File: config.mk
export PLATFORM = sky130hd
export DESIGN_NAME = streetlight_td_scheduler
export DESIGN_NICKNAME = d
export VERILOG_FILES = /design/src/rtl/streetlight_td_scheduler.sv
export SDC_FILE = /design/constraint.sdc
export NUM_CORES = 1
export LEC_CHECK = 0
export CORE_MARGIN = 8
export CORE_UTILIZATION = 40
export CTS_BUF_LIST = sky130_fd_sc_hd__clkbuf_16
export DETAILED_ROUTE_END_ITERATION = 10
export PLACE_DENSITY = 0.72
export SYNTH_ARGS = -nofsm -noshare
export SYNTH_HDL_FRONTEND = slang
export SYNTH_SLANG_ARGS = --single-unit
File: constraint.sdc
create_clock -name clk -period 6.45 [get_ports clk]
set_clock_uncertainty 0.15 [all_clocks]
set_input_delay 1.29 -clock clk [delete_from_list [all_inputs] [get_ports clk]]
set_output_delay 1.29 -clock clk [all_outputs]
set_load 0.01 [all_outputs]
File: src/rtl/streetlight_td_scheduler.sv
// Time-of-day scheduler for the streetlight brightness stage.
// Keeps an hour/day-of-week calendar from a tick strobe and produces the
// brightness code (td) and the lit-day code (day) for the lamp decoder, with
// a debounced ambient-darkness override and a retriggerable traffic boost.
module streetlight_td_scheduler #(
  parameter int unsigned TICKS_PER_HOUR = 3600,
  parameter int unsigned DUSK_HOUR      = 18,
  parameter int unsigned NIGHT_HOUR     = 22,
  parameter int unsigned LATE_HOUR      = 2,
  parameter int unsigned PREDAWN_HOUR   = 5,
  parameter int unsigned DAWN_HOUR      = 6,
  parameter int unsigned DEBOUNCE_TICKS = 4,
  parameter int unsigned BOOST_TICKS    = 8
) (
  input  logic       clk,
  input  logic       rst,
  input  logic       tick,
  input  logic       ambient_dark,
  input  logic       traffic,
  input  logic       load_en,
  input  logic [4:0] load_hour,
  input  logic [2:0] load_dow,
  output logic [1:0] td,
  output logic [2:0] day,
  output logic [4:0] hour,
  output logic [2:0] dow,
  output logic       lamps_on
);

  localparam int unsigned TCW = (TICKS_PER_HOUR > 1) ? $clog2(TICKS_PER_HOUR) : 1;
  localparam int unsigned DBW = $clog2(DEBOUNCE_TICKS + 1);
  localparam int unsigned BSW = $clog2(BOOST_TICKS + 1);

  localparam logic [2:0] S_DAY      = 3'd0;
  localparam logic [2:0] S_EVENING  = 3'd1;
  localparam logic [2:0] S_NIGHT    = 3'd2;
  localparam logic [2:0] S_LATE     = 3'd3;
  localparam logic [2:0] S_PREDAWN  = 3'd4;
  localparam logic [2:0] S_OVERRIDE = 3'd5;

  logic [TCW-1:0] tick_cnt;
  logic [DBW-1:0] debounce_cnt;
  logic [BSW-1:0] boost_cnt;
  logic           amb_meta;
  logic           amb_sync;
  logic           accepted_dark;
  logic [2:0]     band;
  logic [2:0]     band_next;
  logic [1:0]     td_next;
  logic [2:0]     day_next;
  logic           lamps_next;
  logic           load_ok;
  logic           enter_day;

  assign load_ok   = load_en && (load_hour <= 5'd23) && (load_dow <= 3'd6);
  assign enter_day = (band_next == S_DAY) && (band != S_DAY);

  // Calendar: tick prescaler, hour and day-of-week; a valid load wins over a tick
  always_ff @(posedge clk) begin
    if (rst) begin
      tick_cnt <= '0;
      hour     <= '0;
      dow      <= '0;
    end else if (load_ok) begin
      tick_cnt <= '0;
      hour     <= load_hour;
      dow      <= load_dow;
    end else if (tick) begin
      if (tick_cnt == TCW'(TICKS_PER_HOUR - 1)) begin
        tick_cnt <= '0;
        if (hour == 5'd23) begin
          hour <= '0;
          dow  <= (dow == 3'd6) ? 3'd0 : dow + 3'd1;
        end else begin
          hour <= hour + 5'd1;
        end
      end else begin
        tick_cnt <= tick_cnt + TCW'(1);
      end
    end
  end

  // Ambient sensor: two-flop synchronizer, then tick-based debounce
  always_ff @(posedge clk) begin
    if (rst) begin
      amb_meta      <= 1'b0;
      amb_sync      <= 1'b0;
      accepted_dark <= 1'b0;
      debounce_cnt  <= '0;
    end else begin
      amb_meta <= ambient_dark;
      amb_sync <= amb_meta;
      if (amb_sync == accepted_dark) begin
        debounce_cnt <= '0;
      end else if (tick) begin
        if (debounce_cnt == DBW'(DEBOUNCE_TICKS - 1)) begin
          accepted_dark <= ~accepted_dark;
          debounce_cnt  <= '0;
        end else begin
          debounce_cnt <= debounce_cnt + DBW'(1);
        end
      end
    end
  end

  // Traffic boost: reload on motion while lit, count down on ticks, drop on entering unlit day
  always_ff @(posedge clk) begin
    if (rst) begin
      boost_cnt <= '0;
    end else if (enter_day) begin
      boost_cnt <= '0;
    end else if (traffic && lamps_on) begin
      boost_cnt <= BSW'(BOOST_TICKS);
    end else if (tick && (boost_cnt != '0)) begin
      boost_cnt <= boost_cnt - BSW'(1);
    end
  end

  // Band state register and registered lamp outputs
  always_ff @(posedge clk) begin
    if (rst) begin
      band     <= S_DAY;
      td       <= 2'b00;
      day      <= 3'b111;
      lamps_on <= 1'b0;
    end else begin
      band     <= band_next;
      td       <= td_next;
      day      <= day_next;
      lamps_on <= lamps_next;
    end
  end

  // Next band from the hour register, and the outputs that band implies
  always_comb begin
    band_next  = S_NIGHT;
    td_next    = 2'b01;
    day_next   = dow;
    lamps_next = 1'b1;
    if ((hour >= 5'(DAWN_HOUR)) && (hour < 5'(DUSK_HOUR))) begin
      band_next = accepted_dark ? S_OVERRIDE : S_DAY;
    end else if ((hour >= 5'(DUSK_HOUR)) && (hour < 5'(NIGHT_HOUR))) begin
      band_next = S_EVENING;
    end else if ((hour >= 5'(LATE_HOUR)) && (hour < 5'(PREDAWN_HOUR))) begin
      band_next = S_LATE;
    end else if ((hour >= 5'(PREDAWN_HOUR)) && (hour < 5'(DAWN_HOUR))) begin
      band_next = S_PREDAWN;
    end
    case (band_next)
      S_DAY: begin
        td_next    = 2'b00;
        day_next   = 3'b111;
        lamps_next = 1'b0;
      end
      S_EVENING, S_OVERRIDE: td_next = 2'b10;
      S_LATE:                td_next = 2'b00;
      default:               td_next = 2'b01;
    endcase
    if (lamps_next && (boost_cnt != '0)) begin
      td_next = 2'b11;
    end
  end

endmodule

==> metrics.txt, run 1 <==
Reg power frac=0.428; Max Clock Freq=0.286 GHz; die footprint=about 0.007 sq mm; Leak Pwr=0.838 nW; slew margin rel.=0.536; post-CTS setup buffer count=0; Tot GR Track Use=0.113; cells after synthesis=211; syn nets=230; Diodes inserted=0; largest net degree at the start of global routing=21; Via Count=1505; DR vias/cell=5.21; layout net count=255; Final GP Congestion=0.779; HP Class=reg2reg; Worst Path Buf+Inv=1; Final Util=0.522; Detailed Place HPWL=2.73 mm; Reg clk slew, reported paths=0.06 ns; Clk pwr share=0.436; Clock Latency Late Sink=around 0.28 ns; Crit path max-delay family=simple AND/OR/NAND/NOR gates; outcome=completed; CTS H-Tree Depth=2; num rows=24; unrepaired setup endpoints after global routing=no; Peak supply drop=between 0.0001 and 0.00015 V; Netlist cell types=43; Root Driver=clkbuf_16; I/O pin total=28; worst-path fanout max=14; Syn Area/Cell=8.67 sq um; critical path's slowest cell=clkdlybuf4s50_1; Fin Setup TNS=0 ns; cts repair resizes=0; final worst-path cycle share=0.543; pre-CTS setup slack=between 2 and 3 ns; routed wire length=3.83 mm; Post-route DRC=0; CP cell instances=clkdlybuf4s50_1 -> and4_1 -> and3_1 -> or4b_1 -> mux2_1; Synthesis Warnings=0; hold bufs inserted after CTS=0; layout cells sized above 1=0.0464; switching share of power=0.233; Worst EP arrival=3.52 ns; EDFF count, synth=0; area delta synth->final=25.0%; register bit total from synthesis=39; setup slack after layout=2.95 ns; wire length per cell=13.2 um; critical path class=in2reg; fin crit period=3.50 ns; Final Max Tran Viols=0; Iteration-0 DRC Markers=73; Pwr per Cell Area=275 mW/mm^2; commonest non-fill, non-tap cell in the layout=dfxtp_1; CTS tree=yes; mapped cell area=0.00183 sq mm; commonest non-fill, non-tap cells in the layout=dfxtp_1, nor2_1, clkdlybuf4s50_1, nand2_1, inv_1; Setup violations, final=0; port bufs=27; internal power=0.482 mW; CP required=6.47 ns; Routed Antenna Nets=0; initial antenna violation count=0; area of the core=roughly 0.0044 sq mm; Clock Sinks=39; MaxCap Viol Count=0; total CTS buffers=5; CP max stage delay=around 0.76 ns; Overflow after GRT=0; crit start category=primary input; Chip Height=between 80 and 90 um; first-pass GRT wire length=between 6 and 7 mm; combinational power share=0.135; final hold slack=0.285 ns; dominant synthesized flop cell=dfxtp_1; vias in the first global route=between 1000 and 1500; P_sw=0.147 mW; drt first pass iters=4; maximum clock path buffer count=2; Setup crit end kind=register; Die W=83.6 um; Seq/Total Area, Yosys=0.427; final-report hold violation count=0; Worst-Margin Slew=0.694 ns; asr flop ratio synth=0; Initial Utilization=0.417
[per-layer routing]
metal / track usage / wire (um) / vias up
met4: 0.0644 / 86 / 0
met3: 0.0371 / 168 / 7
met2: 0.174 / 1670 / 24
met5: 0 / 0 / -
met1: 0.133 / 1900 / 690
li1: - / - / 784
[synthesized netlist by cell type, drive strengths merged, types with 5 or more instances]
cell | n | area share
nor3 | 8 | 0.022
nand4 | 6 | 0.021
a21oi | 8 | 0.022
a211oi | 5 | 0.021
nand2 | 13 | 0.027
nand2b | 5 | 0.017
ha | 5 | 0.034
nand3 | 6 | 0.016
clkbuf | 5 | 0.010
xor2 | 5 | 0.024
dfxtp | 39 | 0.43
nor2 | 32 | 0.066
inv | 12 | 0.025
xnor2 | 10 | 0.048
[layout make-up]
cell class / count / area, sq um
Timing Repair Buffer: 27 / 270
Clock buffer: 5 / 125
Multi-Input combinational cell: 151 / 962
Tap cell: 52 / 65.1
Fill cell: 422 / 2100
Sequential cell: 39 / 781
Clock inverter: 3 / 38.8
Inverter: 12 / 45.0
[flip-flops by register name, summed over array words and instances (netlist names)]
name	flops
accepted_dark	1
amb_meta	1
amb_sync	1
band	3
boost_cnt	4
day	3
debounce_cnt	3
dow	3
hour	5
lamps_on	1
td	2
tick_cnt	12
[metrics by stage]
step                instance area, sq um  total power [mW]  instances
floorplan                           1830             0.321        211
global placement                    2120             0.358        281
detailed placement                  2120             0.360        281
CTS                                 2290             0.635        289
global route                        2290             0.657        289
finish                              2290             0.629        289
[power groups by stage]
stage	registers [mW]	clock network (mW)	logic (mW)
after detailed placement	0.274	0	0.0854
final	0.269	0.274	0.0851
after global routing	0.272	0.290	0.0948
after CTS	0.269	0.280	0.0862
after floorplan	0.275	0	0.0462
after global placement	0.274	0	0.0841
[final timing paths]
check	end	start	slack, ns	cells past startpoint
setup / recovery	hour[3]$_SDFFE_PP0P_	tick	2.95	5
hold / removal	amb_sync$_SDFF_PP0_	amb_meta$_SDFF_PP0_	0.29	1
setup reg to reg	hour[3]$_SDFFE_PP0P_	tick_cnt[0]$_SDFFE_PP0P_	4.19	5
hold reg to reg	amb_sync$_SDFF_PP0_	amb_meta$_SDFF_PP0_	0.29	1
[logic make-up (layout without fill, tap and decap cells)]
kind of cell               Yosys count  after routing  synth area share
AOI/OAI and AO/OA                   33             33             0.120
buffers and inverters               21             47            0.0472
xor gates and xnor gates            15             15            0.0718
and+or+nand+nor                     93             93             0.272
DFF                                 39             39             0.427
adders and majority gates            5              5            0.0342
muxes                                5              5            0.0280
Power figures use the tool's default switching activity.
==> run 2, diff against run 1 <==
--- a/config.mk
+++ b/config.mk
@@ -9,7 +9,7 @@
 export CORE_UTILIZATION = 40
 export CTS_BUF_LIST = sky130_fd_sc_hd__clkbuf_16
 export DETAILED_ROUTE_END_ITERATION = 10
-export PLACE_DENSITY = 0.72
+export PLACE_DENSITY = 0.75
 export SYNTH_ARGS = -nofsm -noshare
 export SYNTH_HDL_FRONTEND = slang
 export SYNTH_SLANG_ARGS = --single-unit
==> constraint.sdc (replaced) <==
create_clock -name clk -period 3 [get_ports clk]
set_clock_uncertainty 0.15 [all_clocks]
set_input_delay 0.6 -clock clk [delete_from_list [all_inputs] [get_ports clk]]
set_output_delay 0.6 -clock clk [all_outputs]
set_load 0.01 [all_outputs]
==> run 2 against run 1 <==
Hold slack improved by 0.0061 ns. Sequential cell count unchanged. Critical endpoint unchanged. Routed wire length decreased by 6.0%. Setup slack got worse by 2.4 ns. Highest routed layer unchanged. Combinational power increased by 110%. Clock power increased by 150%. Global-route usage decreased by 0.052 points. Die area unchanged.
==> metrics.txt, run 2 (synthesis results as in run 1) <==
outcome=completed; layout cells sized above 1=0.0586; total CTS buffers=5; CP cell instances=clkdlybuf4s50_1 -> and4_1 -> and3_1 -> or4b_1 -> mux2_1; placed inst area=0.00214 sq mm; area of the core=0.00438 sq mm; maximum clock path buffer count=2; Setup crit end kind=register; Final Max Tran Viols=0; num rows=24; cts repair resizes=0; Worst Path Buf+Inv=1; commonest non-fill, non-tap cells in the layout=dfxtp_1, nor2_1, clkdlybuf4s50_1, nand2_1, inv_1; max reg flops=12; vias in the first global route=1495; Tot GR Track Use=0.112; final instance area=between 0.002 and 0.0025 sq mm; unrepaired setup endpoints after global routing=no; first-pass GRT wire length=6.67 mm; Iteration-0 DRC Markers=71; Overflow after GRT=0; Die W=~84 um; critical path class=in2reg; port bufs=27; layout net count=257; routed length on met1=1.82 mm; routed wire length=3.60 mm; Critical Path Source=tick; Initial Utilization=0.417; largest net degree at the start of global routing=20; CTS H-Tree Depth=2; DR vias/cell=5.10; uppermost layer routed=met4; critical path's slowest cell=clkdlybuf4s50_1; final-report hold violation count=0; crit start category=primary input; top flop regs=tick_cnt: 12 flops, hour: 5 flops, boost_cnt: 4 flops; Leak Pwr=about 0.86 nW; Crit path max-delay family=simple AND/OR/NAND/NOR gates; Max Clock Freq=0.402 GHz; register bank with the most flops=tick_cnt; slew margin rel.=0.699; Detailed Place HPWL=2.66 mm; Setup violations, final=0; die footprint=0.00699 sq mm; Post-route DRC=0; MaxCap Viol Count=0; wire length per cell=12.4 um; worst-path fanout max=6; Fin Setup TNS=0 ns; Hold Crit Start=debounce_cnt[2]$_SDFFE_PP0P_; CP required=about 3 ns; commonest non-fill, non-tap cell in the layout=dfxtp_1; CTS tree=yes; initial antenna violation count=0; Routed Antenna Nets=0; final worst-path cycle share=0.829; Root Driver=clkbuf_16; Pwr per Cell Area=618 mW/mm^2; Worst EP arrival=2.50 ns; drt first pass iters=4; area delta synth->final=27.4%; Via Count=around 1500; Clock Latency Late Sink=0.28 ns; Chip Height=83.6 um; Clock Sinks=39; post-CTS setup buffer count=0; RR Startpoint=tick_cnt[0]$_SDFFE_PP0P_; fin crit period=2.49 ns; Final GP Congestion=0.780; Reg clk slew, reported paths=0.06 ns; hold bufs inserted after CTS=0; final hold slack=0.291 ns; Diodes inserted=0; Worst-Margin Slew=0.450 ns; met3 wire len=roughly 180 um; CP max stage delay=between 0.4 and 0.5 ns; I/O pin total=28; HP Class=reg2reg; FILL cells=409; Peak supply drop=approximately 0.0003 V; met2 routed WL=1.53 mm
## run 2: changes by cell type in the layout (fill, tap and decap cells not counted)
cell | previous run | this run
clkinvlp_4 | 0 | 1
bufinv_16 | 1 | 2
clkinv_2 | 1 | 0
buf_4 | 0 | 2
clkinv_1 | 1 | 0
## run 2: metrics by stage
step	util	setup WS (ns)	total power, mW	instances
after global placement	0.488	0.268	0.771	283
after global routing	0.532	0.441	1.50	291
after CTS	0.532	0.513	1.46	291
final	0.532	0.513	1.44	291
after detailed placement	0.488	0.236	0.774	283
after floorplan	-	0.850	0.691	211
## run 2: worst min-delay path, delay by kind of cell, from the launching register on
kind             cells  cell delay (ns)
flip-flops           1             0.31
AND/OR/NAND/NOR      2             0.09
## run 2: final cells by class
type                       instances  area, sq um  area share
inverter                          12         45.0      0.0193
multi-input combinational        151          962       0.413
clock inverter                     3         67.6      0.0290
tap                               52         65.1      0.0279
sequential                        39          781       0.335
clock buffer                       5          125      0.0537
timing repair buffer              29          285       0.122
## run 2: path summary, 6_finish.rpt
check	end	depth (start not counted)	slack [ns]
worst max-delay path	hour[3]$_SDFFE_PP0P_	5	0.51
worst min-delay path	debounce_cnt[2]$_SDFFE_PP0P_	2	0.29
worst max register to register	hour[3]$_SDFFE_PP0P_	5	0.72
worst min register to register	debounce_cnt[2]$_SDFFE_PP0P_	2	0.29
## run 2: per-layer routing
| metal | track usage | vias up |
|---|---|---|
| met4 | 0.0565 | 0 |
| met3 | 0.0371 | 7 |
| met1 | 0.140 | 664 |
| met5 | 0 | - |
| li1 | - | 784 |
| met2 | 0.167 | 29 |
## run 2: report_power, final
group | total (mW) | switching, mW | internal, mW
Clock | 0.679 | 0.203 | 0.476
Sequential | 0.578 | 0.0271 | 0.551
Combinational | 0.182 | 0.0833 | 0.0989
Total | 1.44 | 0.314 | 1.13
